File: src/rtl/seq_shift_add_mult_pkg.sv
`default_nettype none
// +----------------------------------------------------------------------------+
// | Module  : seq_shift_add_mult_pkg                                           |
// | Purpose : Shared definitions for the iterative shift-add multiplier:       |
// |           control state encodings and the default datapath width.          |
// | Ports   : (package, none)                                                  |
// | Revision: 1.0  initial release                                             |
// +----------------------------------------------------------------------------+
package seq_shift_add_mult_pkg;

  // Encodings are fixed so that debug views and the execute-stage
  // integration see the same values.
  typedef enum logic [1:0] {
    S_IDLE = 2'd0,
    S_BUSY = 2'd1,
    S_DONE = 2'd2
  } mult_state_e;

  localparam int MULT_WIDTH = 32;

endpackage : seq_shift_add_mult_pkg
`default_nettype wire

File: src/rtl/seq_shift_add_mult.sv
`default_nettype none
// +----------------------------------------------------------------------------+
// | Module  : seq_shift_add_mult                                               |
// | Purpose : Iterative shift-add multiplier returning the low WIDTH bits of   |
// |           a*b. It has no adder of its own: each BUSY cycle it presents     |
// |           acc and the gated multiplicand to the shared execute-stage       |
// |           adder and takes the sum back in the same cycle.                  |
// | Ports   : clk, reset (async, active-high)                                  |
// |           in_valid/in_ready, a, b        operand handshake                 |
// |           out_valid/out_ready, product   result handshake                  |
// |           busy                           high while iterating              |
// |           add_lop/add_rop -> add_sum     shared adder interface            |
// | Revision: 1.0  initial release                                             |
// +----------------------------------------------------------------------------+
module seq_shift_add_mult
  import seq_shift_add_mult_pkg::*;
#(
  parameter int WIDTH      = MULT_WIDTH,
  parameter int EARLY_EXIT = 0,
  parameter int CW         = 6
) (
  input  logic             clk,
  input  logic             reset,
  input  logic             in_valid,
  output logic             in_ready,
  input  logic [WIDTH-1:0] a,
  input  logic [WIDTH-1:0] b,
  output logic             out_valid,
  input  logic             out_ready,
  output logic [WIDTH-1:0] product,
  output logic             busy,
  output logic [WIDTH-1:0] add_lop,
  output logic [WIDTH-1:0] add_rop,
  input  logic [WIDTH-1:0] add_sum
);

  localparam logic [CW-1:0] LAST_CNT = CW'(WIDTH - 1);

  mult_state_e      state_q;
  logic [WIDTH-1:0] acc_q;
  logic [WIDTH-1:0] mcand_q;
  logic [WIDTH-1:0] mplier_q;
  logic [CW-1:0]    cnt_q;
  logic             out_valid_q;
  logic             busy_q;

  logic [WIDTH-1:0] mcand_d;
  logic [WIDTH-1:0] mplier_d;
  logic [CW-1:0]    cnt_d;
  logic             in_busy;
  logic             rest_zero;
  logic             last_iter;

  assign mcand_d  = mcand_q << 1;
  assign mplier_d = mplier_q >> 1;
  assign cnt_d    = cnt_q + CW'(1);
  assign in_busy  = (state_q == S_BUSY);

  // Early exit looks at the multiplier as it will be after this cycle's
  // shift: if nothing is left, the current add is the final one.
  assign rest_zero = (mplier_d == '0);
  assign last_iter = (cnt_q == LAST_CNT) || ((EARLY_EXIT != 0) && rest_zero);

  // Adder operands are forced to zero outside BUSY so the shared adder is
  // free for other execute-stage users.
  assign add_lop = in_busy ? acc_q : '0;
  assign add_rop = in_busy ? (mcand_q & {WIDTH{mplier_q[0]}}) : '0;

  assign in_ready  = (state_q == S_IDLE);
  assign out_valid = out_valid_q;
  assign busy      = busy_q;
  // acc is frozen in DONE and cleared by reset, so it serves as the result.
  assign product   = acc_q;

  always_ff @(posedge clk or posedge reset) begin
    if (reset) begin
      state_q     <= S_IDLE;
      acc_q       <= '0;
      mcand_q     <= '0;
      mplier_q    <= '0;
      cnt_q       <= '0;
      out_valid_q <= 1'b0;
      busy_q      <= 1'b0;
    end else begin
      case (state_q)
        S_IDLE: begin
          if (in_valid) begin
            acc_q    <= '0;
            mcand_q  <= a;
            mplier_q <= b;
            cnt_q    <= '0;
            busy_q   <= 1'b1;
            state_q  <= S_BUSY;
          end
        end
        S_BUSY: begin
          acc_q    <= add_sum;
          mcand_q  <= mcand_d;
          mplier_q <= mplier_d;
          cnt_q    <= cnt_d;
          if (last_iter) begin
            busy_q      <= 1'b0;
            out_valid_q <= 1'b1;
            state_q     <= S_DONE;
          end
        end
        S_DONE: begin
          if (out_ready) begin
            out_valid_q <= 1'b0;
            state_q     <= S_IDLE;
          end
        end
        default: begin
          busy_q      <= 1'b0;
          out_valid_q <= 1'b0;
          state_q     <= S_IDLE;
        end
      endcase
    end
  end

endmodule : seq_shift_add_mult
`default_nettype wire

File: config.mk
export PLATFORM = sky130hd
export DESIGN_NAME = seq_shift_add_mult
export DESIGN_NICKNAME = d
export VERILOG_FILES = /design/src/rtl/seq_shift_add_mult_pkg.sv /design/src/rtl/seq_shift_add_mult.sv
export SDC_FILE = /design/constraint.sdc
export NUM_CORES = 1
export LEC_CHECK = 0
export CORE_ASPECT_RATIO = 0.8
export CORE_UTILIZATION = 30
export DETAILED_ROUTE_END_ITERATION = 8
export DONT_BUFFER_PORTS = 1
export GPL_TIMING_DRIVEN = 0
export SLEW_MARGIN = 5
export SYNTH_ARGS = -nofsm -noshare
export SYNTH_HDL_FRONTEND = slang
export SYNTH_SLANG_ARGS = --single-unit
File: constraint.sdc
create_clock -name clk -period 3.9 [get_ports clk]
set_input_delay 0.585 -clock clk [delete_from_list [all_inputs] [get_ports clk]]
set_output_delay 0.585 -clock clk [all_outputs]
set_load 0.01 [all_outputs]
==> results of run 1 <==
-- final cells by class --
type	count	area (sq um)	area share, %
sequential	106	2653	47.19
multi-input combinational	326	2071	36.84
buffer	44	281.5	5.009
tap	215	269.0	4.786
clock buffer	11	242.7	4.319
clock inverter	5	62.56	1.113
timing repair buffer	1	27.53	0.4898
inverter	3	13.76	0.2449
-- path summary, 6_finish.rpt --
check | slack [ns] | depth (start not counted) | to
worst min register to register | 0.49 | 2 | mplier_q[19]$_DFFE_PP0P_
worst max register to register | 2.44 | 6 | cnt_q[2]$_DFFE_PP0P_
worst min-delay path | 0.17 | 1 | product[30]$_DFFE_PP0P_
worst max-delay path | 1.66 | 3 | add_rop[22]
min in group clk | 0.36 | 1 | mcand_q[0]$_DFFE_PP0P_
max in group asynchronous | 3.02 | 2 | mcand_q[11]$_DFFE_PP0P_
-- through the flow --
| stage | power, mW | util, % |
|---|---|---|
| final | 4.612 | 35.00 |
| after global placement | 3.621 | 32.92 |
| after detailed placement | 3.697 | 33.10 |
| after CTS | 4.669 | 35.00 |
| after global routing | 4.942 | 35.00 |
| after floorplan | 3.249 | - |
-- sequential cells by signal, indices dropped and copies added (netlist names) --
signal and flops:
mcand_q 32, mplier_q 32, product 32, cnt_q 6, state_q 2, busy 1
out_valid 1
-- cell families after synthesis --
| family | Yosys count | share of synthesized area, % |
|---|---|---|
| adder cells (fa/ha/maj) | 1 | 0.2494 |
| multiplexers | 31 | 6.186 |
| AO/OA/AOI/OAI | 143 | 19.01 |
| XOR/XNOR | 1 | 0.1746 |
| buffers and inverters | 47 | 5.837 |
| flip-flops | 106 | 52.88 |
| AND/OR/NAND/NOR | 150 | 15.66 |
-- layer usage --
layer | wire length [um] | track usage, % | up-vias
li1 | - | - | 1725
met1 | 5999 | 20.52 | 1862
met2 | 6127 | 24.67 | 165
met3 | 1097 | 5.930 | 11
met4 | 178 | 4.883 | 0
met5 | 0 | 0 | -
-- power by group through the flow --
stage,sequential [mW],combinational (mW),clock [mW]
final,1.92,1.75,0.944
after global routing,1.97,1.95,1.02
after CTS,1.91,1.78,0.981
after detailed placement,1.92,1.77,0
after global placement,1.90,1.72,0
after floorplan,1.81,1.43,0
-- cells in the final DEF (no fill, tap or decap), types with 4 or more instances in the layout --
| cell | n |
|---|---|
| o21ai_1 | 56 |
| buf_2 | 18 |
| o21ai_0 | 13 |
| and3_1 | 32 |
| buf_6 | 10 |
| and3b_1 | 4 |
| nand2_1 | 66 |
| a22o_1 | 35 |
| and2_1 | 32 |
| a22oi_1 | 27 |
| clkbuf_16 | 9 |
| mux2i_1 | 31 |
| dfrtp_1 | 106 |
| clkbuf_1 | 11 |
| a21oi_1 | 5 |
| buf_4 | 5 |
==> impl_metrics.csv, run 1 <==
group,metric,value,unit
timing,min_period,2.241,ns
worst_setup_path,cp.required,3.31,ns
worst_setup_path,rr_startpoint,"state_q[0]$_DFFE_PP0P_",
timing,relSlewSlack,59.19,%
synthesis,synth_fp_nets,580,
timing,setup_violations,0,
layout,drive_above_1_share,11.09,%
synthesis,synthTopCellsByArea,"dfrtp_1, mux2i_1, a22o_1, o21ai_1, nand2_1",
detailed_routing,dr_total_vias,3763,
timing,fin_crit_sh,57.46,%
layout,nets,592,
floorplanning,chipWidth,146.6,um
worst_setup_path,crit_path_end_kind,"output pin",
pwr,power_frac_comb,37.9,%
synthesis,synth_area_leader_cell,"dfrtp_1",
timing,fin_ws,1.659,ns
placed_design,dpl.hpwl,9541,um
synthesis,post-synth-top-count-cell,"dfrtp_1",
synthesis,syn_inst,479,
placed_design,post-place-ws,2.011,ns
global_route,grt_pass1_vias,3744,
synthesis,synthTopCellsByCount,"dfrtp_1, nand2_1, o21ai_1",
clock_network,cts_resized,0,
timing,slew_violations,0,
pwr,swShare,39.60,%
timing,final.setup.tns,0,ns
timing,finalHoldViolations,0,
timing,max_freq,446.3,MHz
detailed_routing,drt-vias-per-instance,5.293,
clock_network,clk-insertion-delay-late,0.35,ns
pwr,p_leak,2.507,nW
floorplanning,die_h,117.7,um
global_route,grt_start_max_net_pins,61,
worst_setup_path,critPathSlowestCell,"dfrtp_1",
synthesis,syn_area,5016,sq um
floorplanning,start_util,31.24,%
job,maxCapViolCount,0,
detailed_routing,wl_per_cell,18.85,um
global_route,grt_pass1_wl,21310,um
pwr,vdd_drop_max,310.0,uV
synthesis,yosysWarningCount,0,
worst_setup_path,crit_buf_inv,1,
pwr,power.net_switching,1.827,mW
timing,fin_skew,0.006441,ns
clock_network,htreeDepth,3,
floorplanning,ios,199,
floorplanning,fp.dieArea,17240,sq um
timing,rsz0062_at_grt,"no",
min_path,hp-class,"primary input to asynchronous set/reset pin",
floorplanning,fp-row-count,41,
timing,hold_slack,0.1699,ns
global_route,grt.total_usage,15.92,%
clock_network,numCtsBuffers,9,
worst_setup_path,worst-path-max-fanout,10,
clock_network,post_cts_buffers,0,
clock_network,cts_tree,"done",
global_route,grt_overflow,0,
layout,diodes,0,
layout,synthToLayoutAreaGrowth,12.05,%
global_route,grt_antenna_before_repair,0,
synthesis,synth_top_area_share,52.88,%
detailed_routing,postRouteAntennaNets,0,
worst_setup_path,crit_type,"flip-flop to output pin",
detailed_routing,drcViolationCount,0,
worst_setup_path,cp_top_family,"simple AND/OR/NAND/NOR gates",
synthesis,avgSynthCellArea,10.47,sq um
clock_network,path_clk_slew,0.07,ns
synthesis,synth_flop_cell,"dfrtp_1",
outcome,status,"finished, final reports clean",
synthesis,ys_seq_elements,106,
worst_setup_path,critPathLaunchType,"flip-flop",
synthesis,async_flop_share,100.0,%
worst_setup_path,crit_path_cell_trace,"and2b_4 -> clkbuf_1 -> and3_1",
pwr,pwr-share-clk,20.5,%
pwr,powerDensity,820.6,nW/um^2
timing,tightestPinTransition,0.6122,ns
synthesis,yosysSeqAreaShare,52.88,%
layout,instances_no_fill,711,
detailed_routing,drt_iter0_markers,214,
synthesis,synth_cell_types,38,
placed_design,io_buffers,0,
clock_network,ctsRootBufferMaster,"clkbuf_16",
worst_setup_path,arrival,1.66,ns
synthesis,synth_edf_count,0,
pwr,seqPwrFrac,41.6,%
worst_setup_path,startpoint,"state_q[1]$_DFFE_PP0P_",
worst_setup_path,slowest_delay,0.41,ns
placed_design,placed_cells,695,
detailed_routing,drt_wl_total,13400,um
clock_network,cts.sinks,106,
pwr,internal_power,2.785,mW
layout,final_area,5620,sq um
detailed_routing,dr.pass1.iters,4,
placed_design,placed_area,5315,sq um
floorplanning,core,16060,sq um
clock_network,ctsHoldBuffers,0,
placed_design,gp_congestion,0.7780,
clock_network,cts_max_path_buffers,2,
layout,fillers,1602,
(Power assumes the default switching activity.)
==> run 2: changes to the inputs <==
- clock period: 3.9 -> 2.2 ns (I/O delays scaled with it)
==> impl_metrics.csv, run 2 (synthesized netlist as in run 1, its figures left out) <==
group,metric,value,unit
outcome,status,"finished, final reports clean",
layout,synthToLayoutAreaGrowth,12.45,%
layout,layout_commonest_cell,"dfrtp_1",
timing,finalHoldViolations,0,
timing,final.setup.tns,0,ns
timing,fin_crit_sh,91.73,%
min_path,hp-class,"primary input to flip-flop",
clock_network,numCtsBuffers,9,
global_route,grtUsageMet2,24.67,%
global_route,grt_start_max_net_pins,41,
placed_design,placed_area,5329,sq um
clock_network,path_clk_slew,0.08,ns
global_route,grt_pass1_vias,3740,
global_route,grt_pass1_wl,21130,um
floorplanning,core,16060,sq um
worst_setup_path,arrival,1.69,ns
clock_network,cts_max_path_buffers,2,
worst_setup_path,worst-path-max-fanout,10,
worst_setup_path,critPathLaunchType,"flip-flop",
timing,max_freq,495.5,MHz
clock_network,cts_resized,0,
clock_network,cts.sinks,106,
global_route,grt_antenna_before_repair,0,
pwr,power,8.113,mW
detailed_routing,drt_iter0_markers,200,
timing,tightestPinTransition,0.6859,ns
floorplanning,die_h,117.7,um
timing,setup_violations,0,
clock_network,htreeDepth,3,
timing,min_period,2.018,ns
layout,nets,594,
floorplanning,start_util,31.24,%
floorplanning,fp-row-count,41,
floorplanning,chipWidth,146.6,um
worst_setup_path,crit_path_end_kind,"output pin",
clock_network,cts_tree,"done",
global_route,groute.layer.met3.usage,6.744,%
detailed_routing,drt_wl_total,13010,um
job,maxCapViolCount,0,
timing,slew_violations,0,
floorplanning,fp.dieArea,17240,sq um
clock_network,ctsRootBufferMaster,"clkbuf_16",
timing,fin_skew,0.01048,ns
layout,mostFrequentLayoutCells,"dfrtp_1, nand2_1, o21ai_1",
detailed_routing,wl_per_cell,18.25,um
layout,drive_above_1_share,11.45,%
clock_network,clk-insertion-delay-late,0.35,ns
timing,hold_slack,0.1066,ns
layout,diodes,0,
detailed_routing,postRouteAntennaNets,0,
global_route,grt.total_usage,15.81,%
global_route,grt_overflow,0,
global_route,grt_use_met1,20.27,%
global_route,grt-busiest-layer,"met2",
detailed_routing,drt-vias-per-instance,5.229,
detailed_routing,dr.pass1.iters,4,
floorplanning,ios,199,
timing,relSlewSlack,54.18,%
placed_design,io_buffers,0,
pwr,p_leak,2.513,nW
pwr,vdd_drop_max,561.1,uV
detailed_routing,drcViolationCount,0,
timing,rsz0062_at_grt,"no",
pwr,powerDensity,1438,nW/um^2
detailed_routing,dr_total_vias,3728,
placed_design,gp_congestion,0.7695,
placed_design,dpl.hpwl,9564,um
worst_setup_path,crit_type,"flip-flop to output pin",
layout,final_area,5640,sq um
worst_setup_path,cp.required,1.87,ns
run 2: cell count changes in the layout (fill, tap and decap cells not counted):
cell           previous run  this run
clkbuf_8                  1         0
inv_4                     1         0
buf_16                    1         0
buf_12                    0         2
clkinv_2                  0         1
clkbuf_1                 11        10
dlygate4sd3_1             0         1
inv_6                     1         2
clkinvlp_4                2         3
run 2: through the flow:
step / worst slack [ns] / util [%] / cells
global route: 0.05273 / 35.13 / 713
global placement: 0.01364 / 32.94 / 694
CTS: 0.1601 / 35.13 / 713
finish: 0.1818 / 35.13 / 713
floorplan: 0.5965 / - / 479
detailed placement: 0.5741 / 33.19 / 696
run 2: final timing paths:
kind	cells after the start	startpoint	slack (ns)	to
setup / recovery	3	state_q[1]$_DFFE_PP0P_	0.18	add_rop[8]
hold / removal	1	add_sum[14]	0.11	product[14]$_DFFE_PP0P_
setup reg to reg	5	state_q[0]$_DFFE_PP0P_	0.76	product[1]$_DFFE_PP0P_
hold reg to reg	2	mplier_q[25]$_DFFE_PP0P_	0.49	mplier_q[25]$_DFFE_PP0P_
max in group asynchronous	3	reset	1.00	product[11]$_DFFE_PP0P_
min in group asynchronous	2	reset	0.56	mcand_q[4]$_DFFE_PP0P_
run 2: report_power, final:
| part | internal (mW) | switching [mW] |
|---|---|---|
| sequential | 2.71 | 0.666 |
| combinational | 1.31 | 1.77 |
| clock | 0.891 | 0.762 |
run 2: layout make-up:
cell class                      count  area, sq um
Fill cell                        1598        10420
Sequential cell                   106         2653
Multi-Input combinational cell    326         2071
Buffer                             44        281.5
Tap cell                          215        269.0
Clock buffer                        9        225.2
Clock inverter                      7        76.32
Timing Repair Buffer                3        50.05
Inverter                            3        15.01
run 2: layer usage:
layer | vias to the layer above | wire (um)
met5 | - | 0
met4 | 0 | 97
met3 | 9 | 1135
met2 | 155 | 6034
met1 | 1840 | 5744
li1 | 1724 | -
run 2: timing repair:
item	4_1_cts	5_1_grt
buffers inserted	0	0
hold endpoints to repair	26	0
hold buffers	1	0
run 2: worst max-delay path: stages (launching register included):
cell and delay, ns:
dfrtp_1 0.42, and2b_4 0.30, clkbuf_1 0.31, and3_1 0.30
